## config.mk

```make
export PLATFORM = sky130hd
export DESIGN_NAME = alu_result_stage
export DESIGN_NICKNAME = d
export VERILOG_FILES = /design/src/rtl/alu_pkg.sv /design/src/rtl/alu_result_stage_condition_checker.sv /design/src/rtl/alu_result_stage.sv
export SDC_FILE = /design/constraint.sdc
export NUM_CORES = 1
export LEC_CHECK = 0
export BUFFER_PORTS_ARGS = -buffer_cell sky130_fd_sc_hd__buf_4
export CORE_UTILIZATION = 25
export DETAILED_ROUTE_END_ITERATION = 7
export GPL_TIMING_DRIVEN = 0
export HOLD_SLACK_MARGIN = 0.03
export SLEW_MARGIN = 30
export SYNTH_ARGS = -nofsm -noshare
export SYNTH_HDL_FRONTEND = slang
export SYNTH_SLANG_ARGS = --single-unit
```

## constraint.sdc

```tcl
create_clock -name clk_i -period 3.9 [get_ports clk_i]
set_input_delay 0.39 -clock clk_i [delete_from_list [all_inputs] [get_ports clk_i]]
set_output_delay 0.39 -clock clk_i [all_outputs]
set_load 0.1 [all_outputs]
```

## src/rtl/alu_pkg.sv

```systemverilog
// -----------------------------------------------------------------------------
// alu_pkg
//   Shared definitions for the ALU result/flag stage.
//   - Flag bit positions inside the 4-bit NZCV vector ([0]=V .. [3]=N)
//   - cond_e : 4-bit condition codes (EQ..NV)
//   - buf_state_e : occupancy of the 2-entry write-back skid buffer
//   - wb_entry_t : one buffered write-back request {data, addr, we}
// -----------------------------------------------------------------------------
package alu_pkg;

    localparam int ALU_WIDTH  = 32;
    localparam int ALU_ADDR_W = 4;

    localparam int FLAG_V = 0;
    localparam int FLAG_C = 1;
    localparam int FLAG_Z = 2;
    localparam int FLAG_N = 3;

    typedef enum logic [3:0] {
        COND_EQ = 4'd0,
        COND_NE = 4'd1,
        COND_CS = 4'd2,
        COND_CC = 4'd3,
        COND_MI = 4'd4,
        COND_PL = 4'd5,
        COND_VS = 4'd6,
        COND_VC = 4'd7,
        COND_HI = 4'd8,
        COND_LS = 4'd9,
        COND_GE = 4'd10,
        COND_LT = 4'd11,
        COND_GT = 4'd12,
        COND_LE = 4'd13,
        COND_AL = 4'd14,
        COND_NV = 4'd15
    } cond_e;

    typedef enum logic [1:0] {
        BUF_EMPTY = 2'd0,
        BUF_ONE   = 2'd1,
        BUF_FULL  = 2'd2
    } buf_state_e;

    typedef struct packed {
        logic [ALU_WIDTH-1:0]  data;
        logic [ALU_ADDR_W-1:0] addr;
        logic                  we;
    } wb_entry_t;

endpackage : alu_pkg

```

## src/rtl/alu_result_stage_condition_checker.sv

```systemverilog
// -----------------------------------------------------------------------------
// condition_checker
//   Purely combinational evaluation of a 4-bit condition code against the
//   architectural NZCV flags.
//   Ports:
//     cond      in  4  condition code (cond_e encoding)
//     nzcv      in  4  flags, [0]=V [1]=C [2]=Z [3]=N
//     cond_pass out 1  condition holds
// -----------------------------------------------------------------------------
module condition_checker
    import alu_pkg::*;
(
    input  logic [3:0] cond,
    input  logic [3:0] nzcv,
    output logic       cond_pass
);

    logic flag_n;
    logic flag_z;
    logic flag_c;
    logic flag_v;

    assign flag_n = nzcv[FLAG_N];
    assign flag_z = nzcv[FLAG_Z];
    assign flag_c = nzcv[FLAG_C];
    assign flag_v = nzcv[FLAG_V];

    always_comb begin
        cond_pass = 1'b0;
        case (cond_e'(cond))
            COND_EQ: cond_pass = flag_z;
            COND_NE: cond_pass = ~flag_z;
            COND_CS: cond_pass = flag_c;
            COND_CC: cond_pass = ~flag_c;
            COND_MI: cond_pass = flag_n;
            COND_PL: cond_pass = ~flag_n;
            COND_VS: cond_pass = flag_v;
            COND_VC: cond_pass = ~flag_v;
            COND_HI: cond_pass = flag_c & ~flag_z;
            COND_LS: cond_pass = ~flag_c | flag_z;
            COND_GE: cond_pass = (flag_n == flag_v);
            COND_LT: cond_pass = (flag_n != flag_v);
            COND_GT: cond_pass = ~flag_z & (flag_n == flag_v);
            COND_LE: cond_pass = flag_z | (flag_n != flag_v);
            COND_AL: cond_pass = 1'b1;
            COND_NV: cond_pass = 1'b0;
            default: cond_pass = 1'b0;
        endcase
    end

endmodule : condition_checker

```

## src/rtl/alu_result_stage.sv

```systemverilog
// -----------------------------------------------------------------------------
// alu_result_stage
//   Registered result/flag stage behind the ALU. Each accepted ALU result is
//   condition-checked against the architectural flags, optionally updates
//   those flags, and is queued as a write-back request in a 2-entry skid
//   buffer. The register file drains the buffer through a valid/ready pair.
//   Ports:
//     clk_i, rst_n_i          clock, asynchronous active-low reset
//     in_valid_i/in_ready_o   ALU-side handshake
//     result_i, flags_i       ALU result and its V/C/Z/N flags
//     rd_i, we_i              destination register and write intent
//     set_flags_i, cond_i     flag update enable, condition code
//     flush_i                 synchronous discard of buffered entries
//     out_valid_o/out_ready_i register-file-side handshake
//     wb_data_o/addr_o/we_o   oldest buffered write-back request
//     nzcv_o                  architectural flags, same order as flags_i
// -----------------------------------------------------------------------------
module alu_result_stage
    import alu_pkg::*;
#(
    parameter int WIDTH  = 32,
    parameter int ADDR_W = 4
) (
    input  logic              clk_i,
    input  logic              rst_n_i,
    input  logic              in_valid_i,
    output logic              in_ready_o,
    input  logic [WIDTH-1:0]  result_i,
    input  logic [3:0]        flags_i,
    input  logic [ADDR_W-1:0] rd_i,
    input  logic              we_i,
    input  logic              set_flags_i,
    input  logic [3:0]        cond_i,
    input  logic              flush_i,
    output logic              out_valid_o,
    input  logic              out_ready_i,
    output logic [WIDTH-1:0]  wb_data_o,
    output logic [ADDR_W-1:0] wb_addr_o,
    output logic              wb_we_o,
    output logic [3:0]        nzcv_o
);

    buf_state_e state_p0;
    logic       head_p0;
    wb_entry_t  entry_p0 [2];
    logic [3:0] nzcv_p0;

    logic       cond_pass;
    logic       accept;
    logic       pop;
    logic       wr_idx;
    logic       vld_p0;
    wb_entry_t  new_entry;
    wb_entry_t  head_entry;

    condition_checker u_condition_checker (
        .cond      (cond_i),
        .nzcv      (nzcv_p0),
        .cond_pass (cond_pass)
    );

    // Handshake decode: everything here depends on registered state only,
    // so in_ready_o and out_valid_o have no path from the ready/valid inputs.
    assign in_ready_o = (state_p0 != BUF_FULL);
    assign vld_p0     = (state_p0 != BUF_EMPTY);
    assign accept     = in_valid_i & in_ready_o & ~flush_i;
    assign pop        = vld_p0 & out_ready_i;

    // With one entry held, the new entry goes into the slot behind the head;
    // otherwise the buffer is empty and the head slot is free.
    assign wr_idx = (state_p0 == BUF_ONE) ? ~head_p0 : head_p0;

    assign new_entry.data = result_i;
    assign new_entry.addr = rd_i;
    assign new_entry.we   = we_i & cond_pass;

    // ---- stage p0: buffer occupancy, head pointer and flag register ----
    always_ff @(posedge clk_i or negedge rst_n_i) begin
        if (!rst_n_i) begin
            state_p0 <= BUF_EMPTY;
            head_p0  <= 1'b0;
            nzcv_p0  <= 4'b0000;
        end else if (flush_i) begin
            // Flush wins over any same-cycle accept or pop; flags untouched.
            state_p0 <= BUF_EMPTY;
        end else begin
            if (accept && cond_pass && set_flags_i) begin
                nzcv_p0 <= flags_i;
            end
            case (state_p0)
                BUF_EMPTY: begin
                    if (accept) begin
                        state_p0 <= BUF_ONE;
                    end
                end
                BUF_ONE: begin
                    if (pop) begin
                        head_p0 <= ~head_p0;
                    end
                    if (accept && !pop) begin
                        state_p0 <= BUF_FULL;
                    end else if (!accept && pop) begin
                        state_p0 <= BUF_EMPTY;
                    end
                end
                BUF_FULL: begin
                    if (pop) begin
                        head_p0  <= ~head_p0;
                        state_p0 <= BUF_ONE;
                    end
                end
                default: begin
                    state_p0 <= BUF_EMPTY;
                end
            endcase
        end
    end

    // ---- stage p0: entry storage ----
    // Entries are cleared on reset so the write-back outputs read zero.
    always_ff @(posedge clk_i or negedge rst_n_i) begin
        if (!rst_n_i) begin
            entry_p0[0] <= '0;
            entry_p0[1] <= '0;
        end else if (accept) begin
            entry_p0[wr_idx] <= new_entry;
        end
    end

    // ---- output decode from registered state ----
    assign head_entry  = entry_p0[head_p0];
    assign out_valid_o = vld_p0;
    assign wb_data_o   = head_entry.data;
    assign wb_addr_o   = head_entry.addr;
    assign wb_we_o     = head_entry.we;
    assign nzcv_o      = nzcv_p0;

endmodule : alu_result_stage

```

**After elaboration in Yosys (flattened, before gate mapping)**

Index checks and enable logic that the tools add are counted.

- Bits in registers: 81
- Word-level logic and storage cells: 79
- Input port bits: 51

- Mux-type cells: 14
- Bitwise gates (word level): 16
- Reduce and logical (&&, ||, !) cells: 14
- Equality and inequality tests: 23
- $lt $le $gt $ge: 3

Operator list:

| kind | number |
|---|---|
| 37-bit two-way mux | 4 |
| 74-bit bitwise mux | 1 |
| 37-bit demux with 1-bit select | 1 |
| 4-bit == test, second input constant | 8 |
| 4-bit by 3-bit == test with 1-bit output, second input constant | 4 |
| 1-bit one-hot mux with 16 select lines | 1 |
| 2-bit two-way mux | 5 |
| 4-bit by 2-bit == test with 1-bit output, second input constant | 2 |
| 1-bit AND | 6 |
| 3-bit != test, second input constant | 2 |
| 1-bit inverter | 6 |
| 2-bit one-hot mux with 3 select lines | 1 |
| 3-bit AND reduction | 2 |
| 1-bit logical AND | 5 |
| 4-bit by 1-bit == test with 1-bit output, second input constant | 1 |
| 2-bit greater-or-equal comparator, second input constant | 2 |
| 4-bit zero test | 1 |
| 4-bit by 2-bit != test with 1-bit output, second input constant | 1 |
| 1-bit inverter with 2-bit output | 2 |
| 2-bit by 1-bit == test with 1-bit output, second input constant | 1 |
| 2-bit == test, second input constant | 1 |
| 1-bit zero test | 2 |
| 2-bit zero test | 1 |
| 2-bit by 1-bit < comparator with 1-bit output, second input constant | 1 |
| 8 further kinds | 9 |

**Logic depth before layout (Yosys ltp)**

- Word-level depth: 9
- Depth in mapped cells: 9

**Hierarchy**

Synthesis repeated with hierarchy kept, for this count alone.

- Cells, all modules: 259
- Area total of the unflattened synthesis: 3,806.2 µm²

Modules (own cells, without submodules):

| module | instances | cells an instance | area each (µm²) |
|---|---|---|---|
| alu_result_stage | 1 | 236 | 3,651.0 |
| condition_checker | 1 | 23 | 155.1 |

**Worst setup path before layout**

Ideal clock, no wire load.

- Kind: reg-to-reg
- Start: register state_p0[0]
- End: register state_p0[0]
- Arrival time: 2,134 ps
- Data required time: 3,781 ps
- Period minus slack after synthesis: 2,253 ps
- Path slack: 1,647 ps
- Stages on the path, launching flop included: 10
- Cells stage by stage: dfrtp_1 > inv_1 > ha_1 > inv_1 > nand2_1 > ha_1 > nand2_1 > o21ai_0 > mux2i_1 > nor2_1

- Longest elaborated chain between the ends: 7
- Elaborated cells between the ends (all ways): 19
- Classes of those cells: eq/ne (6); mux (3); bitwise (3); reduce/logical (7)

Ends and longest elaborated chain:

| element | RTL line | source |
|---|---|---|
| from (decl) | alu_result_stage.sv:43 | `buf_state_e state_p0;` |
| from (signal assigned) | alu_result_stage.sv:80 | `state_p0 <= BUF_EMPTY;` |
| from (signal assigned) | alu_result_stage.sv:85 | `state_p0 <= BUF_EMPTY;` |
| from (signal assigned) | alu_result_stage.sv:93 | `state_p0 <= BUF_ONE;` |
| 2-bit nonzero test * | alu_result_stage.sv:65 | `assign vld_p0 = (state_p0 != BUF_EMPTY);` |
| named net out_valid_o | alu_result_stage.sv:35 | `output logic out_valid_o,` |
| 1-bit AND * | alu_result_stage.sv:67 | `assign pop = vld_p0 & out_ready_i;` |
| 1-bit zero test | alu_result_stage.sv:100 | `if (accept && !pop) begin` |
| 1-bit logical AND | alu_result_stage.sv:100 |  |
| 2-bit two-way mux | alu_result_stage.sv:100 |  |
| 2-bit one-hot mux with 3 select lines | alu_result_stage.sv:90 | `case (state_p0)` |
| 2-bit two-way mux | alu_result_stage.sv:83 | `end else if (flush_i) begin` |

The timed path passes the listed nets; every way through them passes the cells marked *.
A chain may end at the register's enable or synchronous reset.

**Final worst setup path**

- Start: register head_p0
- End: output wb_addr_o[1]

- Longest elaborated chain between the ends: 4

Ends and longest elaborated chain:

| element | RTL line | source |
|---|---|---|
| from (decl) | alu_result_stage.sv:44 | `logic head_p0;` |
| from (signal assigned) | alu_result_stage.sv:98 | `head_p0 <= ~head_p0;` |
| from (signal assigned) | alu_result_stage.sv:108 | `head_p0 <= ~head_p0;` |
| 1-bit inverter with 2-bit output (implied by the code) | alu_result_stage.sv:131 | `assign head_entry = entry_p0[head_p0];` |
| 37-bit two-way mux (implied by the code) (3 in series) | alu_result_stage.sv:131 |  |
| to (decl) | alu_result_stage.sv:38 | `output logic [ADDR_W-1:0] wb_addr_o,` |

No other way between the ends. The select of a mux whose other input is x is not followed.

==> impl_summary.md <==
Status
The flow ran to the end, and the final reports show no timing, DRC or antenna violations.

Worst setup path
STA classifies the critical path endpoint as an output port. Along the worst path, the maximum fanout reaches 10. STA classifies the critical path startpoint as a flip-flop. Measured in cells, the most critical reg-to-reg path has a length of 7. The category of the critical setup timing path is reg2out. In this run the critical register-to-register path is captured at entry_p0[3]. The worst register-to-register path has a setup slack of 1.79 ns. The critical path ends at wb_addr_o[1]. The source of the worst register-to-register timing path is state_p0[0]. The start point of the critical path is head_p0. The data required time of the critical path is 3.51 ns. The arrival time of data at the critical path endpoint is 2.20 ns.

Flow run
The max capacitance violation total is 0.

STA
Setup violations remaining at the end of the flow were counted as 0. The normalized max-slew margin is 0.505. The worst hold margin is 0.0921 ns. The minimum period implied by the final worst setup slack is 2.59 ns. For the final routed database, the setup TNS stands at 0 ns. At the pin with the least slew margin, the transition time is 0.743 ns. The number of hold violations in the final report is 0. Setup repair after global routing left no endpoint under its margin. The worst-case clock skew is 0.00866 ns. The final-report max-slew violation count is 0.

In the finished design, the share of the clock period the worst path needs comes to 0.665. The achievable frequency is 0.385 GHz.

Yosys
Among all cell types in the netlist, the one instantiated most often is sky130_fd_sc_hd__mux2_2. The share of synthesized area in the top cell type comes to 0.519. Synthesis inferred 81 register bits. The post-synthesis average cell area is 14.3 sq um. Yosys printed 0 warnings.

The netlist area before placement is 3910 sq um. The synthesized net count is 330. Synthesis instantiated 43 different standard cells from the library. In this run, synthesis inferred 0 flip-flops with an integrated enable. sky130_fd_sc_hd__dfrtp_1 takes more of the synthesized area than any other cell. By area the synthesized netlist is led by sky130_fd_sc_hd__dfrtp_1 52%, sky130_fd_sc_hd__mux2_2 26%, sky130_fd_sc_hd__mux2_4 6.9%, sky130_fd_sc_hd__ha_1 1.6%, sky130_fd_sc_hd__nand2_1 1.3%. In the synthesized netlist, the number of instances is 274. After synthesis, the share of flip-flops with an asynchronous set or reset is 1.00. In the synthesized netlist, the cells that appear most often are 91 x sky130_fd_sc_hd__mux2_2, 81 x sky130_fd_sc_hd__dfrtp_1, 18 x sky130_fd_sc_hd__mux2_4. The most instantiated flip-flop cell in the synthesis netlist is sky130_fd_sc_hd__dfrtp_1.

The sequential-to-total area share from yosys stat is 0.519.

Clock tree
The total CTS buffers is 9. The number of levels the H-tree was split into is 3. The clock latency on the worst-skew pair is 0.34 ns.

The clock transition at the register clock pins on the worst setup and hold paths after CTS is 0.06 ns. The number of clock sinks seen by CTS is 81. The clock tree from TritonCTS is built. The count of cells resized by post-cts repair is 0.

The number of buffers inserted by post-CTS setup repair is 0. Buffers inserted to repair hold after CTS numbered 0. In this run the clock root is driven by a sky130_fd_sc_hd__clkbuf_16. The buffer depth of the longest clock path is 2.

Routing
The iteration-0 DRC count of the detailed router is 39. Once detail routing completed, the nets flagged for antenna violations numbered 0. Dividing the detail-routed wire length by the instance count gives 15.3 um.

The via count is 2547. In the routed design, unresolved DRC markers number 0. The detail-routed via count per cell is 4.48. The number of search-and-repair iterations in the first detailed-routing pass is 5. The final wirelength is 8680 um.

Floorplanning
The width of the die is 127 um. The core region is 15200 sq um. The initial standard-cell utilization of the core is 0.257. The placement row count is 45. The die is 127 um tall. The die outline area is 16100 sq um.

Pin placement for this block handled 94 I/O pins.

Finish
The repair_antennas step left the layout with diodes totalling 0. Compared with the post-synthesis result, the final layout area differs by 31.6%. The share of post-route cells with drive strength above 1 is 0.617. The number of nets in the layout is 432.

Placed design
The number of I/O port buffers is 91. The weighted congestion at the end of routability-driven global placement is 0.780. The wire-length estimate of the detail-placed layout is 6160 um.

GRT
The via count of the first global-routing pass is 2777. The global-route wire length before repair is 14100 um. Summed over all layers, the global routing overflow is 0. Entering global routing, the biggest net connects 82 pins. The number of antenna violations at the first check in global routing came to 0.

For this run, the total global-route usage over all layers was measured as 0.115.

Worst hold path
The path class of the tightest hold or removal check is in2async.
[worst min path at each step]
stage	end	slack (ns)	cells past startpoint	start
3_3_place_gp	entry_p0[0]	0.45	2	entry_p0[0]
5_1_grt	entry_p0[66]	0.15	1	rst_n_i
6_report	entry_p0[66]	0.09	1	rst_n_i
4_1_cts	entry_p0[66]	0.12	1	rst_n_i
3_5_place_dp	entry_p0[0]	0.47	2	entry_p0[0]
2_1_floorplan	entry_p0[0]	0.09	0	rst_n_i
[cells in the final DEF, fill, tap and decap left out, types with 2 or more instances in the layout]
master	count
sky130_fd_sc_hd__mux2_2	91
sky130_fd_sc_hd__o22ai_1	4
sky130_fd_sc_hd__nor2_1	3
sky130_fd_sc_hd__buf_1	3
sky130_fd_sc_hd__buf_2	6
sky130_fd_sc_hd__nor3b_1	2
sky130_fd_sc_hd__ha_1	5
sky130_fd_sc_hd__clkbuf_16	9
sky130_fd_sc_hd__inv_1	5
sky130_fd_sc_hd__buf_6	3
sky130_fd_sc_hd__o21ai_0	2
sky130_fd_sc_hd__clkbuf_8	2
sky130_fd_sc_hd__nor2b_1	2
sky130_fd_sc_hd__o31ai_1	2
sky130_fd_sc_hd__xor2_1	2
sky130_fd_sc_hd__dfrtp_1	81
sky130_fd_sc_hd__buf_4	92
sky130_fd_sc_hd__clkinv_4	2
sky130_fd_sc_hd__mux2i_1	5
sky130_fd_sc_hd__mux2_4	18
sky130_fd_sc_hd__nand2_1	14
[kinds of logic (layout without fill, tap and decap cells)]
| family | count (synthesis) | count (layout) | synth area share |
|---|---|---|---|
| and+or+nand+nor | 31 | 31 | 0.0442 |
| DFF | 81 | 81 | 0.519 |
| AOI/OAI and AO/OA | 20 | 20 | 0.0397 |
| buffers and inverters | 19 | 126 | 0.0259 |
| xor gates and xnor gates | 4 | 4 | 0.0109 |
| muxes | 114 | 114 | 0.344 |
| adders and majority gates | 5 | 5 | 0.0160 |
[sequential cells by signal (all words and copies together), names as in the netlist]
name	flops
entry_p0	74
state_p0	2
nzcv_o	4
head_p0	1
[cell type report]
cell class	instances	area, sq um
inverter	5	18.8
tap	188	235
clock inverter	5	61.3
buffer	14	82.6
clock buffer	11	253
sequential	81	2030
fill	1483	10100
timing repair buffer	91	687
multi-input combinational	174	1780
[critical path, stage by stage (launching register included)]
cell and delay, ns:
sky130_fd_sc_hd__dfrtp_1 0.37, sky130_fd_sc_hd__buf_2 0.31, sky130_fd_sc_hd__buf_1 0.53, sky130_fd_sc_hd__mux2_2 0.42
sky130_fd_sc_hd__buf_4 0.24
[layer usage]
| metal | part of all wire | track usage | vias up |
|---|---|---|---|
| met5 | 0 | 0 | - |
| met4 | 0.027 | 0.0602 | 0 |
| met3 | 0.039 | 0.0272 | 15 |
| met2 | 0.52 | 0.197 | 67 |
| met1 | 0.42 | 0.134 | 1276 |
| li1 | - | - | 1189 |
[stage by stage]
step           cell area (sq um)  setup slack (ns)  utilization  std cells
6_report                    5140              1.31        0.338        569
3_5_place_dp                4830              1.60        0.318        553
4_1_cts                     5140              1.22        0.338        569
2_1_floorplan               3910              1.65            -        274
5_1_grt                     5140              1.15        0.338        569
3_3_place_gp                4820              1.61        0.317        553
Power is left out: the tool's default activity adds up to more than one toggle a clock period on the data nets, which glitch-free logic cannot reach.
